$ cat src/rtl/mem_host_bridge.sv
// mem_host_bridge: parses big-endian 'W'/'R' byte commands from a host link
// and performs single 16-bit accesses on the mu0 memory override port,
// answering with read data, an ACK byte, or a NAK byte for unknown opcodes.
module mem_host_bridge #(
  parameter int         READ_LATENCY   = 1,
  parameter int         TIMEOUT_CYCLES = 1000000,
  parameter logic [7:0] ACK_BYTE       = 8'h06,
  parameter logic [7:0] NAK_BYTE       = 8'h15
) (
  input  logic        clk,
  input  logic        rst_n,
  input  logic [7:0]  rx_data,
  input  logic        rx_valid,
  output logic        rx_ready,
  output logic [7:0]  tx_data,
  output logic        tx_valid,
  input  logic        tx_ready,
  output logic        overrideMemControl,
  output logic        overrideMemRnW,
  output logic [15:0] overrideMemAddr,
  output logic [15:0] overrideMemDataIn,
  input  logic [15:0] overrideMemDataOut,
  output logic        timeout_err
);

  localparam logic [7:0] OP_W = 8'h57;
  localparam logic [7:0] OP_R = 8'h52;

  // Idle counter saturates at TIMEOUT_CYCLES-1; reaching it with no byte aborts.
  localparam int             TW     = (TIMEOUT_CYCLES < 2) ? 1 : $clog2(TIMEOUT_CYCLES + 1);
  localparam logic [TW-1:0]  TLIMIT = TW'(TIMEOUT_CYCLES - 1);
  // A read holds the port for READ_LATENCY+1 cycles; the counter marks the last one.
  localparam int             LW     = (READ_LATENCY < 1) ? 1 : $clog2(READ_LATENCY + 1);
  localparam logic [LW-1:0]  LLIMIT = LW'(READ_LATENCY);

  typedef enum logic [3:0] {
    IDLE, GET_AH, GET_AL, GET_DH, GET_DL, ACCESS, SEND_H, SEND_L, SEND_ACK, SEND_NAK
  } stateType;

  stateType       state;
  logic           opIsWrite;
  logic [15:0]    addrReg;
  logic [15:0]    dataReg;
  logic [7:0]     rdLow;
  logic [LW-1:0]  accessCnt;
  logic [TW-1:0]  idleCnt;

  logic rxFire;
  logic txFire;

  assign rxFire            = rx_valid && rx_ready;
  assign txFire            = tx_valid && tx_ready;
  assign overrideMemAddr   = addrReg;
  assign overrideMemDataIn = dataReg;

  // Command FSM; every output it drives is registered here.
  always_ff @(posedge clk or negedge rst_n) begin
    if (!rst_n) begin
      state              <= IDLE;
      opIsWrite          <= 1'b0;
      addrReg            <= '0;
      dataReg            <= '0;
      rdLow              <= '0;
      accessCnt          <= '0;
      idleCnt            <= '0;
      rx_ready           <= 1'b1;
      tx_valid           <= 1'b0;
      tx_data            <= '0;
      overrideMemControl <= 1'b0;
      overrideMemRnW     <= 1'b1;
      timeout_err        <= 1'b0;
    end else begin
      timeout_err <= 1'b0;
      case (state)
        IDLE: begin
          if (rxFire) begin
            if (rx_data == OP_W || rx_data == OP_R) begin
              opIsWrite <= (rx_data == OP_W);
              idleCnt   <= '0;
              state     <= GET_AH;
            end else begin
              tx_data  <= NAK_BYTE;
              tx_valid <= 1'b1;
              rx_ready <= 1'b0;
              state    <= SEND_NAK;
            end
          end
        end
        GET_AH, GET_AL, GET_DH, GET_DL: begin
          // An arriving byte takes priority over an expiring timeout.
          if (rxFire) begin
            idleCnt <= '0;
            if (state == GET_AH) begin
              addrReg[15:8] <= rx_data;
              state         <= GET_AL;
            end else if (state == GET_DH) begin
              dataReg[15:8] <= rx_data;
              state         <= GET_DL;
            end else begin
              if (state == GET_AL) addrReg[7:0] <= rx_data;
              else                 dataReg[7:0] <= rx_data;
              if (state == GET_AL && opIsWrite) begin
                state <= GET_DH;
              end else begin
                state              <= ACCESS;
                rx_ready           <= 1'b0;
                overrideMemControl <= 1'b1;
                overrideMemRnW     <= !opIsWrite;
                accessCnt          <= '0;
              end
            end
          end else if (idleCnt == TLIMIT) begin
            idleCnt     <= '0;
            timeout_err <= 1'b1;
            state       <= IDLE;
          end else begin
            idleCnt <= idleCnt + 1'b1;
          end
        end
        ACCESS: begin
          if (opIsWrite) begin
            overrideMemControl <= 1'b0;
            overrideMemRnW     <= 1'b1;
            tx_data            <= ACK_BYTE;
            tx_valid           <= 1'b1;
            state              <= SEND_ACK;
          end else if (accessCnt == LLIMIT) begin
            overrideMemControl <= 1'b0;
            tx_data            <= overrideMemDataOut[15:8];
            rdLow              <= overrideMemDataOut[7:0];
            tx_valid           <= 1'b1;
            state              <= SEND_H;
          end else begin
            accessCnt <= accessCnt + 1'b1;
          end
        end
        SEND_H: begin
          if (txFire) begin
            tx_data <= rdLow;
            state   <= SEND_L;
          end
        end
        SEND_L, SEND_ACK, SEND_NAK: begin
          if (txFire) begin
            tx_valid <= 1'b0;
            rx_ready <= 1'b1;
            state    <= IDLE;
          end
        end
        default: state <= IDLE;
      endcase
    end
  end

endmodule

$ cat config.mk
export PLATFORM = sky130hd
export DESIGN_NAME = mem_host_bridge
export DESIGN_NICKNAME = d
export VERILOG_FILES = /design/src/rtl/mem_host_bridge.sv
export SDC_FILE = /design/constraint.sdc
export NUM_CORES = 1
export LEC_CHECK = 0
export ABC_CLOCK_PERIOD_IN_PS = 3050
export CAP_MARGIN = 20
export CORE_MARGIN = 1.5
export CORE_UTILIZATION = 56
export CTS_CLUSTER_SIZE = 10
export DETAILED_ROUTE_END_ITERATION = 16
export PLACE_DENSITY_LB_ADDON = 0.12
export SETUP_SLACK_MARGIN = 0.2
export SLEW_MARGIN = 20
export SYNTH_ARGS = -nofsm -noshare
export SYNTH_HDL_FRONTEND = slang
export SYNTH_SLANG_ARGS = --single-unit
export TNS_END_PERCENT = 20
$ cat constraint.sdc
create_clock -name clk -period 3.05 [get_ports clk]
set_input_delay 0.61 -clock clk [delete_from_list [all_inputs] [get_ports clk]]
set_output_delay 0.61 -clock clk [all_outputs]
set_load 0.005 [all_outputs]
==> summary.md <==
| Metric | Value |
|---|---|
| Cells after DPL | `~490` |
| Yosys reg bits | `79` |
| Synth async-reset ratio | `between 90% and 100%` |
| Fin. Hold Viols | `0` |
| Leakage power | `between 2 and 2.5 nW` |
| Most common cell in the netlist | `dfrtp_1` |
| Width of the die | `~86 um` |
| CTS H-Tree Depth | `3` |
| Post-synth EDFFs | `0` |
| Synth Area in Adders | `0.325%` |
| Biggest cell delay along the critical path | `0.77 ns` |
| RSZ-0062 raised after global routing | `no` |
| Pin count of the biggest net entering global routing | `80` |
| Post-synth net total | `between 300 and 400` |
| Place WS | `~0.43 ns` |
| Max_cap viols | `0` |
| Gpl congestion | `0.817` |
| P_int | `between 1.5 and 2 mW` |
| Cell count after synthesis | `349` |
| Root buffer cell | `clkbuf_8` |
| Maximum clock path buffer count | `2` |
| Largest family of logic cells by synthesized area | `simple AND/OR/NAND/NOR gates` |
| Logic pwr share | `around 3.7%` |
| # diodes | `0` |
| Antenna viol nets, final | `0` |
| Clk sink count | `79` |
| Clk pin slew, worst setup/hold paths | `approximately 0.090 ns` |
| Netlist cell types | `52` |
| Register area share after synthesis | `51.5%` |
| Hpwl dp | `about 5700 um` |
| DR vias/cell | `approximately 6` |
| DRC viols | `0` |
| DRT Pass-1 Iters | `4` |
| Number of global-route vias before repair | `roughly 3000` |
| Register share of total power | `52.2%` |
| Final period util | `78.6%` |
| Setup CP Type | `reg2reg` |
| Slowest library cell on the worst path | `dfrtp_1` |
| Nets | `between 400 and 500` |
| Worst hold slack | `between 0.2 and 0.3 ns` |
| Clk pwr share | `between 40 and 50%` |
| Core footprint | `6720 um2` |
| Via count | `~3000` |
| PortBufs | `72` |
| Final setup vio count | `0` |
| CTS tree | `done` |
| Initial antenna violation count | `0` |
| Filler instances | `roughly 500` |
| Post-synthesis simple-gate area fraction | `16.1%` |
| Yosys top cell by area | `dfrtp_1` |
| Most common cell on crit path | `nor2_1` |
| Number of cell rows | `30` |
| Post-Place Cell Area | `between 4000 and 5000 um2` |
| CP endpoint kind | `flop` |
| Worst-margin pin slew | `approximately 0.73 ns` |
| Die Y | `between 80 and 90 um` |
| Num ports | `73` |
| Share of cells above drive strength 1 | `a little under a fifth` |
| Clock latency on the worst-skew pair | `approximately 0.35 ns` |
| Post-synthesis xor/xnor area fraction | `1.37%` |
| Post-CTS Setup Bufs | `0` |
| Resize count post-CTS | `0` |
| DIE AREA | `7370 um2` |
| Worst path cell trace | `nor4bb_2 -> buf_4 -> nor2_1 -> a221oi_4 -> nor2_1 -> a21oi_1` |
| Yosys top cell area share | `about 50%` |
| Hold_buf cts | `0` |
| Gr usage total | `24.5%` |
| NetSw | `~460 uW` |
| CTS Buf Count | `9` |
| Syn Area/Cell | `approximately 11 um2` |
| VDD IR max | `approximately 0.00029 V` |
| Min-delay worst type | `in2async` |
| Final WS setup | `about 0.65 ns` |
| Layout Cells excl Fill | `505` |
| DRT iter0 DRCs | `between 150 and 200` |
| Post-synthesis mux area share | `~14%` |
| Slew HR | `around 52%` |
| Commonest cells in the netlist | `dfrtp_1 (77), mux2_2 (40), nor2_1 (31), a21oi_1 (27), nand2_1 (25)` |
| Synth-to-layout area growth | `26.2%` |
| Largest cells by area after synthesis | `dfrtp_1 (50%), mux2_2 (12%), a21oi_1 (3.5%)` |
| Switching share of power | `22.7%` |
| Final instance area | `roughly 4900 um2` |
| Initial Util | `between 50% and 60%` |
| DR WL/cell | `roughly 17 um` |
| Post-synth design cell area | `slightly below 4000 um2` |
| Crit path max fanout | `22` |
| Clock skew | `between 0.009 and 0.01 ns` |
| CP delay by family, top | `flip-flops` |
| Buf+Inv Stages, Crit Path | `1` |
| First-pass GRT wire length | `14200 um` |
| Pwr Density | `417 nW/um2` |
| CP required | `3.33 ns` |
| Crit path time final | `approximately 2.4 ns` |
| Compound-cell area share of the yosys netlist | `between 10% and 20%` |
| Status | `finished, final reports clean` |
| CP startpoint kind | `flop` |
| Top FF cell, synth | `dfrtp_1` |
| CP arrival | `2.67 ns` |
| Fmax | `417 MHz` |
| Gr ovfl total | `0` |
| Setup TNS | `0 ns` |
| Final WL | `8480 um` |
| Max Slew Vio Count | `0` |
| Synthesis Warnings | `0` |
-- final timing paths --
| path | from | slack, ns | depth (start not counted) | endpoint |
|---|---|---|---|---|
| hold reg to reg | idleCnt[19]$_DFFE_PN0P_ | 0.49 | 1 | idleCnt[19]$_DFFE_PN0P_ |
| max in group asynchronous | rst_n | 2.26 | 1 | idleCnt[13]$_DFFE_PN0P_ |
| hold / removal | rst_n | 0.27 | 1 | rdLow[7]$_DFFE_PN0P_ |
| setup reg to reg | state[2]$_DFFE_PN0P_ | 0.65 | 6 | tx_data[6]$_DFFE_PN0P_ |
| min in group clk | idleCnt[19]$_DFFE_PN0P_ | 0.49 | 1 | idleCnt[19]$_DFFE_PN0P_ |
| setup / recovery | state[2]$_DFFE_PN0P_ | 0.65 | 6 | tx_data[6]$_DFFE_PN0P_ |
-- placed cells by master, fill, tap and decap left out, types with 6 or more instances in the layout --
master,synthesis,routed
clkdlybuf4s50_1,0,71
xor2_1,6,6
nand2_1,25,25
o21ai_0,11,11
nand3_1,9,9
a21oi_1,27,27
and3_1,7,7
a22oi_1,6,6
mux2_2,40,40
nor3_1,7,7
nand4_1,7,7
nor2_1,31,31
dfrtp_1,77,77
clkbuf_8,0,9
a31oi_1,14,14
-- power by group through the flow --
stage / Clock, mW / Combinational [mW] / Sequential, mW
after floorplan: 0 / 0.0104 / 1.08
after global placement: 0 / 0.0743 / 1.08
after detailed placement: 0 / 0.0753 / 1.08
after CTS: 0.906 / 0.0753 / 1.06
after global routing: 0.951 / 0.0836 / 1.06
final: 0.891 / 0.0742 / 1.06
-- area by class of cell --
type	instances	area, um2	area share [%]
multi-input cells	248	1770	36.4
clock inverters	7	105	2.17
clock buffers	9	124	2.55
flip-flops and latches	79	1980	40.8
repair buffers	77	759	15.7
inverters	5	18.8	0.387
well taps	80	100	2.06
-- stage by stage --
stage	utilization (%)	power, mW
floorplan	-	1.09
global placement	68.8	1.15
detailed placement	68.8	1.15
CTS	72.2	2.04
global route	72.2	2.09
finish	72.2	2.02
-- worst register-to-register path: stages, from the launching register on --
cell      delay [ns]
dfrtp_1         0.77
nor4bb_2        0.38
buf_4           0.22
nor2_1          0.11
a221oi_4        0.61
nor2_1          0.08
a21oi_1         0.16
-- registers in the layout, indices dropped and copies added, names as in the netlist --
name,count
tx_data,8
rx_ready,1
overrideMemRnW,1
state,4
overrideMemAddr,16
overrideMemControl,1
timeout_err,1
opIsWrite,1
accessCnt,1
overrideMemDataIn,16
idleCnt,20
rdLow,8
tx_valid,1
-- layer usage --
metal  wire length, um  share of wire [%]  vias to the layer above  global-route usage [%]
met5                 0                  0                        -                       0
met4                80               0.94                        0                    7.18
met3               591                7.0                        8                    7.89
met2              3910                 46                      102                    38.7
met1              3900                 46                     1458                    32.7
li1                  -                  -                     1428                       -
-- cell families after synthesis --
logic type,after synthesis
xor gates and xnor gates,6
and+or+nand+nor,113
muxes,46
AOI/OAI and AO/OA,82
DFF,79
buffers and inverters,22
adders and majority gates,1
Power figures use the tool's default switching activity.
